`src/rtl/seq_pattern_tx_pkg.sv`:
```
// seq_tx_pkg: shared types and defaults for the serial pattern transmitter.
//   state_e     : transmitter FSM states (IDLE, SEND, GAP, DONE)
//   DEF_PATTERN : pattern held in the shift register out of reset (1111001)
//   DEF_*_W     : default pattern / repeat-counter / gap-counter widths
package seq_tx_pkg;

  localparam int DEF_PAT_W = 7;
  localparam int DEF_CNT_W = 4;
  localparam int DEF_GAP_W = 4;

  localparam logic [DEF_PAT_W-1:0] DEF_PATTERN = 7'b1111001;

  typedef enum logic [1:0] {
    IDLE = 2'd0,
    SEND = 2'd1,
    GAP  = 2'd2,
    DONE = 2'd3
  } state_e;

endpackage

```
`src/rtl/seq_pattern_tx_if.sv`:
```
// seq_pattern_tx_if: control and serial-output bundle of the pattern transmitter.
//   start, cfg_pattern, cfg_repeat, cfg_gap, err_inj : requester -> transmitter
//   x_out, x_valid, busy, done                       : transmitter -> requester
// Handshake: start is a request that is accepted only on a clock edge where
// the transmitter is IDLE (busy=0); it is not queued, so a start seen while
// busy is dropped. x_valid qualifies x_out on every cycle (no back-pressure);
// done is a single-cycle completion pulse.
// Modports: master = requester/bench side, slave = transmitter side.
interface seq_pattern_tx_if #(
  parameter int PAT_W = seq_tx_pkg::DEF_PAT_W,
  parameter int CNT_W = seq_tx_pkg::DEF_CNT_W,
  parameter int GAP_W = seq_tx_pkg::DEF_GAP_W
);

  logic             start;
  logic [PAT_W-1:0] cfg_pattern;
  logic [CNT_W-1:0] cfg_repeat;
  logic [GAP_W-1:0] cfg_gap;
  logic             err_inj;
  logic             x_out;
  logic             x_valid;
  logic             busy;
  logic             done;

  modport master (
    output start, cfg_pattern, cfg_repeat, cfg_gap, err_inj,
    input  x_out, x_valid, busy, done
  );

  modport slave (
    input  start, cfg_pattern, cfg_repeat, cfg_gap, err_inj,
    output x_out, x_valid, busy, done
  );

endinterface

```
`src/rtl/seq_pattern_tx_shreg.sv`:
```
// seq_piso_shreg: parallel-load, shift-left register with MSB serial output.
//   clk, rst   : clock, asynchronous active-high reset (to RST_VAL)
//   load_i     : load din_i (takes priority over shift_i)
//   shift_i    : shift left by one, zero fill
//   din_i      : parallel load data
//   msb_o      : current MSB (next serial bit)
module seq_piso_shreg #(
  parameter int               PAT_W   = seq_tx_pkg::DEF_PAT_W,
  parameter logic [PAT_W-1:0] RST_VAL = seq_tx_pkg::DEF_PATTERN
) (
  input  logic             clk,
  input  logic             rst,
  input  logic             load_i,
  input  logic             shift_i,
  input  logic [PAT_W-1:0] din_i,
  output logic             msb_o
);

  logic [PAT_W-1:0] sh_q;
  logic [PAT_W-1:0] sh_d;

  always_comb begin
    sh_d = sh_q;
    if (load_i)       sh_d = din_i;
    else if (shift_i) sh_d = sh_q << 1;
  end

  always_ff @(posedge clk or posedge rst) begin
    if (rst) sh_q <= RST_VAL;
    else     sh_q <= sh_d;
  end

  assign msb_o = sh_q[PAT_W-1];

endmodule

```
`src/rtl/seq_pattern_tx.sv`:
```
// seq_pattern_tx: bit-serial pattern transmitter. On an accepted start it
// sends the latched PAT_W-bit pattern MSB-first, cfg_repeat+1 times, with
// cfg_gap idle cycles between frames, then pulses done.
//   clk, rst : clock, asynchronous active-high reset
//   bus      : seq_pattern_tx_if.slave (start/cfg_*/err_inj in; x_out/x_valid/busy/done out)
//   state_o  : current FSM state, for debug/checkers
// Build option: SEQ_PATTERN_TX_ERR_INJ_EN -- when defined, err_inj sampled with
// start inverts the last bit of the first frame only.
module seq_pattern_tx #(
  parameter int               PAT_W       = seq_tx_pkg::DEF_PAT_W,
  parameter logic [PAT_W-1:0] DEF_PATTERN = seq_tx_pkg::DEF_PATTERN,
  parameter int               CNT_W       = seq_tx_pkg::DEF_CNT_W,
  parameter int               GAP_W       = seq_tx_pkg::DEF_GAP_W
) (
  input  logic                clk,
  input  logic                rst,
  seq_pattern_tx_if.slave     bus,
  output seq_tx_pkg::state_e  state_o
);

  import seq_tx_pkg::*;

  localparam int               BIT_W    = (PAT_W > 1) ? $clog2(PAT_W) : 1;
  localparam logic [BIT_W-1:0] BIT_LAST = BIT_W'(PAT_W - 1);

  state_e           state_q,   state_d;
  logic [BIT_W-1:0] bit_cnt_q, bit_cnt_d;
  logic [CNT_W-1:0] rem_q,     rem_d;
  logic [GAP_W-1:0] gap_cnt_q, gap_cnt_d;
  logic [GAP_W-1:0] gap_q,     gap_d;
  logic [PAT_W-1:0] pat_q,     pat_d;

  logic             sh_load;
  logic             sh_shift;
  logic [PAT_W-1:0] sh_din;
  logic             sh_msb;
  logic [PAT_W-1:0] inj_mask;

  // Error injection is folded into the first load only; reloads for later
  // frames come from pat_q, which always holds the clean pattern.
`ifdef SEQ_PATTERN_TX_ERR_INJ_EN
  assign inj_mask = {{(PAT_W-1){1'b0}}, bus.err_inj};
`else
  logic unused_err_inj;
  assign unused_err_inj = bus.err_inj;
  assign inj_mask       = '0;
`endif

  always_comb begin
    state_d   = state_q;
    bit_cnt_d = bit_cnt_q;
    rem_d     = rem_q;
    gap_cnt_d = gap_cnt_q;
    gap_d     = gap_q;
    pat_d     = pat_q;
    sh_load   = 1'b0;
    sh_shift  = 1'b0;
    sh_din    = pat_q;
    unique case (state_q)
      IDLE: begin
        if (bus.start) begin
          pat_d     = bus.cfg_pattern;
          rem_d     = bus.cfg_repeat;
          gap_d     = bus.cfg_gap;
          bit_cnt_d = '0;
          sh_load   = 1'b1;
          sh_din    = bus.cfg_pattern ^ inj_mask;
          state_d   = SEND;
        end
      end
      SEND: begin
        sh_shift  = 1'b1;
        bit_cnt_d = bit_cnt_q + 1'b1;
        if (bit_cnt_q == BIT_LAST) begin
          bit_cnt_d = '0;
          if (rem_q == '0) begin
            state_d = DONE;
          end else if (gap_q == '0) begin
            // Back-to-back: reload on the last bit so the next frame's MSB
            // follows with no bubble.
            sh_load = 1'b1;
            rem_d   = rem_q - 1'b1;
          end else begin
            gap_cnt_d = '0;
            state_d   = GAP;
          end
        end
      end
      GAP: begin
        gap_cnt_d = gap_cnt_q + 1'b1;
        if (gap_cnt_q == gap_q - GAP_W'(1)) begin
          sh_load = 1'b1;
          rem_d   = rem_q - 1'b1;
          state_d = SEND;
        end
      end
      DONE: begin
        state_d = IDLE;
      end
      default: state_d = IDLE;
    endcase
  end

  always_ff @(posedge clk or posedge rst) begin
    if (rst) begin
      state_q   <= IDLE;
      bit_cnt_q <= '0;
      rem_q     <= '0;
      gap_cnt_q <= '0;
      gap_q     <= '0;
      pat_q     <= DEF_PATTERN;
    end else begin
      state_q   <= state_d;
      bit_cnt_q <= bit_cnt_d;
      rem_q     <= rem_d;
      gap_cnt_q <= gap_cnt_d;
      gap_q     <= gap_d;
      pat_q     <= pat_d;
    end
  end

  seq_piso_shreg #(
    .PAT_W   (PAT_W),
    .RST_VAL (DEF_PATTERN)
  ) u_shreg (
    .clk     (clk),
    .rst     (rst),
    .load_i  (sh_load),
    .shift_i (sh_shift),
    .din_i   (sh_din),
    .msb_o   (sh_msb)
  );

  // Outputs decode registered state only, so reset clears them at once.
  assign bus.x_valid = (state_q == SEND);
  assign bus.x_out   = (state_q == SEND) & sh_msb;
  assign bus.busy    = (state_q != IDLE);
  assign bus.done    = (state_q == DONE);
  assign state_o     = state_q;

endmodule

```
`src/flat_wrapper.sv`:
```
// flat-port wrapper written by rule: the top's interface ports become plain ports
module seq_pattern_tx_flat import seq_tx_pkg::*;
#(
  parameter int               PAT_W       = seq_tx_pkg::DEF_PAT_W,
  parameter logic [PAT_W-1:0] DEF_PATTERN = seq_tx_pkg::DEF_PATTERN,
  parameter int               CNT_W       = seq_tx_pkg::DEF_CNT_W,
  parameter int               GAP_W       = seq_tx_pkg::DEF_GAP_W
)
  (clk, rst, state_o, bus_start, bus_cfg_pattern, bus_cfg_repeat, bus_cfg_gap, bus_err_inj, bus_x_out, bus_x_valid, bus_busy, bus_done);
  seq_pattern_tx_if #(.PAT_W(PAT_W), .CNT_W(CNT_W), .GAP_W(GAP_W)) bus_i ();
  input  logic clk;
  input  logic rst;
  output seq_tx_pkg::state_e state_o;
  input wire logic [$bits(bus_i.start)-1:0] bus_start;
  input wire logic [$bits(bus_i.cfg_pattern)-1:0] bus_cfg_pattern;
  input wire logic [$bits(bus_i.cfg_repeat)-1:0] bus_cfg_repeat;
  input wire logic [$bits(bus_i.cfg_gap)-1:0] bus_cfg_gap;
  input wire logic [$bits(bus_i.err_inj)-1:0] bus_err_inj;
  output wire logic [$bits(bus_i.x_out)-1:0] bus_x_out;
  output wire logic [$bits(bus_i.x_valid)-1:0] bus_x_valid;
  output wire logic [$bits(bus_i.busy)-1:0] bus_busy;
  output wire logic [$bits(bus_i.done)-1:0] bus_done;
  assign bus_i.start = bus_start;
  assign bus_i.cfg_pattern = bus_cfg_pattern;
  assign bus_i.cfg_repeat = bus_cfg_repeat;
  assign bus_i.cfg_gap = bus_cfg_gap;
  assign bus_i.err_inj = bus_err_inj;
  assign bus_x_out = bus_i.x_out;
  assign bus_x_valid = bus_i.x_valid;
  assign bus_busy = bus_i.busy;
  assign bus_done = bus_i.done;
  seq_pattern_tx #(.PAT_W(PAT_W), .DEF_PATTERN(DEF_PATTERN), .CNT_W(CNT_W), .GAP_W(GAP_W)) u_core (.clk(clk), .rst(rst), .bus(bus_i), .state_o(state_o));
endmodule
```
`config.mk`:
```
export PLATFORM = sky130hd
export DESIGN_NAME = seq_pattern_tx_flat
export DESIGN_NICKNAME = d
export VERILOG_FILES = /design/src/rtl/seq_pattern_tx_pkg.sv /design/src/rtl/seq_pattern_tx_if.sv /design/src/rtl/seq_pattern_tx_shreg.sv /design/src/rtl/seq_pattern_tx.sv /design/src/flat_wrapper.sv
export SDC_FILE = /design/constraint.sdc
export NUM_CORES = 1
export LEC_CHECK = 0
export ABC_AREA = 1
export ABC_CLOCK_PERIOD_IN_PS = 1900
export CAP_MARGIN = 20
export CORE_AREA = 2 2 66 68
export CTS_CLUSTER_SIZE = 28
export DETAILED_ROUTE_END_ITERATION = 16
export DIE_AREA = 0 0 68 70
export PLACE_DENSITY = 0.69
export SKIP_CTS_REPAIR_TIMING = 1
export SYNTH_ARGS = -nofsm -noshare
export SYNTH_HDL_FRONTEND = slang
export SYNTH_HIERARCHICAL = 1
export SYNTH_SLANG_ARGS = --single-unit
```
`constraint.sdc`:
```
create_clock -name clk -period 1.9 [get_ports clk]
set_input_delay 0.285 -clock clk [delete_from_list [all_inputs] [get_ports clk]]
set_output_delay 0.285 -clock clk [all_outputs]
set_load 0.02 [all_outputs]
```
==> results.ini <==
[global_route]
grt_overflow=0
antenna_found_initial=0
grt_pass1_wl_mm=5.93
grt_max_degree=25
grt_pass1_vias=1399
grt_usage_pct=16.6

[placed_design]
place_congestion=0.783
dp_slack_ns=0.0473
dp_hpwl_mm=2.57
port_buffers=23
dp.cells=300

[clock_tree]
numClockSinks=31
cts_made_buffers=5
clk_latency_ns=0.29
clk_pin_slew_ns=0.06
root_buffer=clkbuf_8
htreeDepth=2
cts_tree=built
clockBufferDepth=2

[logic_synthesis]
synth_cell_types=28
synth_top_flop_cell=dfrtp_1
syn_inst=222
synth_nets=248
ys_warn_count=6
seq_area_frac_synth_pct=44.5
async_reset_ff_share_pct=100
synth_edf_count=0
avgSynthCellArea_sq_um=7.98
synth-seq-cells=31
netlist_area_sq_um=1770

[setup_path]
max_stage_delay_ns=0.37
cp_data_arrival_time_ns=1.95
crit_type=reg -> reg
critPathMaxFanout=6
cp-end-kind=flop
rrSetupSlack_ns=0.12
endpoint=u_core/u_shreg/sh_q[1]
rr_worst_depth=10
r2r-end=u_core/u_shreg/sh_q[1]
r2r_start=u_core/gap_q[1]
start_kind=flop
crit_start=u_core/gap_q[1]
cp_cell_sequence=inv_1 > ha_2 > xnor2_2 > nor2_2 > nand3_2 > nor2_1 > o21ba_4 > inv_2 > nand3_1 > nand3_1
crit_path_top_delay_cell=dfrtp_1
critPathMostFrequentCell=nand3_1
crit_required_ns=2.07

[route]
wirelength_mm=3.55
remaining_drc_errors=0
drt_iter0_markers=49
vias=1487
drtPass1Iterations=4
viasPerCell=4.78
antenna_left=0
wl_per_cell_um=11.4

[power]
powerDensity_nw_per_um2=1730
peakVddDrop_uv=714
finalPower_mw=3.85
p_leak_nw=1.13

[timing]
timing.setup.tns_ns=0
hold_viol=0
slew_violations=0
setup_viol=0
tightest_slew_ns=0.422
period_share_pct=93.5
min_period_ns=1.78
fin_skew_ns=0.0120
fin_ws_ns=0.123
fmax_mhz=563
relSlewSlack_pct=71.8

[run]
maxCapViolCount=0

[die]
ioPinCount=25
die_y_um=70
die_x_um=68
start_util_pct=42.8
core_area_sq_um=4140
die_area_sq_um=4760
core.rowCount=24

[finish]
num-nets-final=284
final_cells=311
drive_above_1_share_pct=18.9
num_antenna_cells=0
final_common_cell=nand2_1
area_growth_syn_to_layout_pct=25.9
layout.cells.most_common_list=nand2_1, inv_1, nand3_1

[hold_path]
hold_path_class=in -> async

[status]
outcome=complete, no violations

==> worst min path at each step <==
| stage | end | depth (start not counted) | start | slack (ns) |
|---|---|---|---|---|
| floorplan | u_core/u_shreg/sh_q[1] | 1 | rst | 0.08 |
| global placement | u_core/u_shreg/sh_q[0] | 2 | u_core/u_shreg/sh_q[0] | 0.45 |
| detailed placement | u_core/u_shreg/sh_q[0] | 2 | u_core/u_shreg/sh_q[0] | 0.46 |
| CTS | u_core/u_shreg/sh_q[2] | 2 | rst | 0.25 |
| global route | u_core/u_shreg/sh_q[1] | 2 | rst | 0.30 |
| finish | u_core/u_shreg/sh_q[2] | 2 | rst | 0.25 |
==> worst max-delay path: cells and delay by family, from the launching register on <==
kind / cells / cell delay (ns)
AOI/OAI and AO/OA: 1 / 0.19
xor gates and xnor gates: 1 / 0.14
adders and majority gates: 1 / 0.29
buffers and inverters: 2 / 0.17
DFF: 1 / 0.37
and+or+nand+nor: 5 / 0.50
==> cells by family (layout without fill, tap and decap cells) <==
family	Yosys count	count (layout)	share of synthesized area, %
adder cells (fa/ha/maj)	7	7	4.94
XOR/XNOR	4	4	1.98
AO/OA/AOI/OAI	23	23	8.12
AND/OR/NAND/NOR	127	127	33.2
buffers and inverters	30	67	7.27
flip-flops	31	31	44.5
==> power by group <==
group / switching (mW) / internal (mW)
Sequential: 0.170 / 1.00
Combinational: 1.31 / 0.875
Clock: 0.237 / 0.256
Total: 1.72 / 2.13
==> cell usage after synthesis, types with 2 or more instances <==
cell      count  area, sq um
nand2_1      83          312
inv_1        24         90.1
nand3_1      22          110
dfrtp_1      21          526
o21ai_0      11         55.1
dfstp_2      10          263
ha_1          7         87.6
nand4_1       5         31.3
nor2_1        5         18.8
a21oi_1       4         20.0
inv_2         3         11.3
xnor2_1       3         26.3
buf_6         2         22.5
nand2_4       2         22.5
nand3_2       2         20.0
nand3b_1      2         15.0
nor2_2        2         12.5
nor2_4        2         22.5
o21ai_2       2         17.5
o31ai_1       2         15.0
==> layer usage <==
metal	up-vias	part of all wire, %	global-route usage (%)
li1	783	-	-
met1	674	47	22.3
met2	23	47	24.6
met3	7	3.2	4.83
met4	0	1.9	7.33
met5	-	0	0
==> area by class of cell <==
class | count | area (sq um)
fill | 422 | 1910
multi-input combinational | 161 | 886
sequential | 31 | 790
timing repair buffer | 32 | 308
inverter | 27 | 101
clock buffer | 7 | 76.3
tap | 52 | 65.1
clock inverter | 1 | 5.00
==> flip-flops by register name (all words and copies together), names as in the netlist <==
| name | flops |
|---|---|
| u_core/gap_cnt_q | 4 |
| u_core/gap_q | 4 |
| u_core/pat_q | 7 |
| u_core/u_shreg/sh_q | 7 |
| u_core/state_o | 2 |
| u_core/bit_cnt_q | 3 |
| u_core/rem_q | 4 |
==> stage by stage <==
step / cell area [sq um] / utilization [%] / hold WS, ns
finish: 2230 / 53.8 / 0.245
global route: 2230 / 53.8 / 0.296
CTS: 2170 / 52.3 / 0.246
detailed placement: 2090 / 50.4 / 0.456
global placement: 2090 / 50.4 / 0.454
floorplan: 1770 / - / 0.0848
Note: power is estimated with default switching activity, not from simulation.
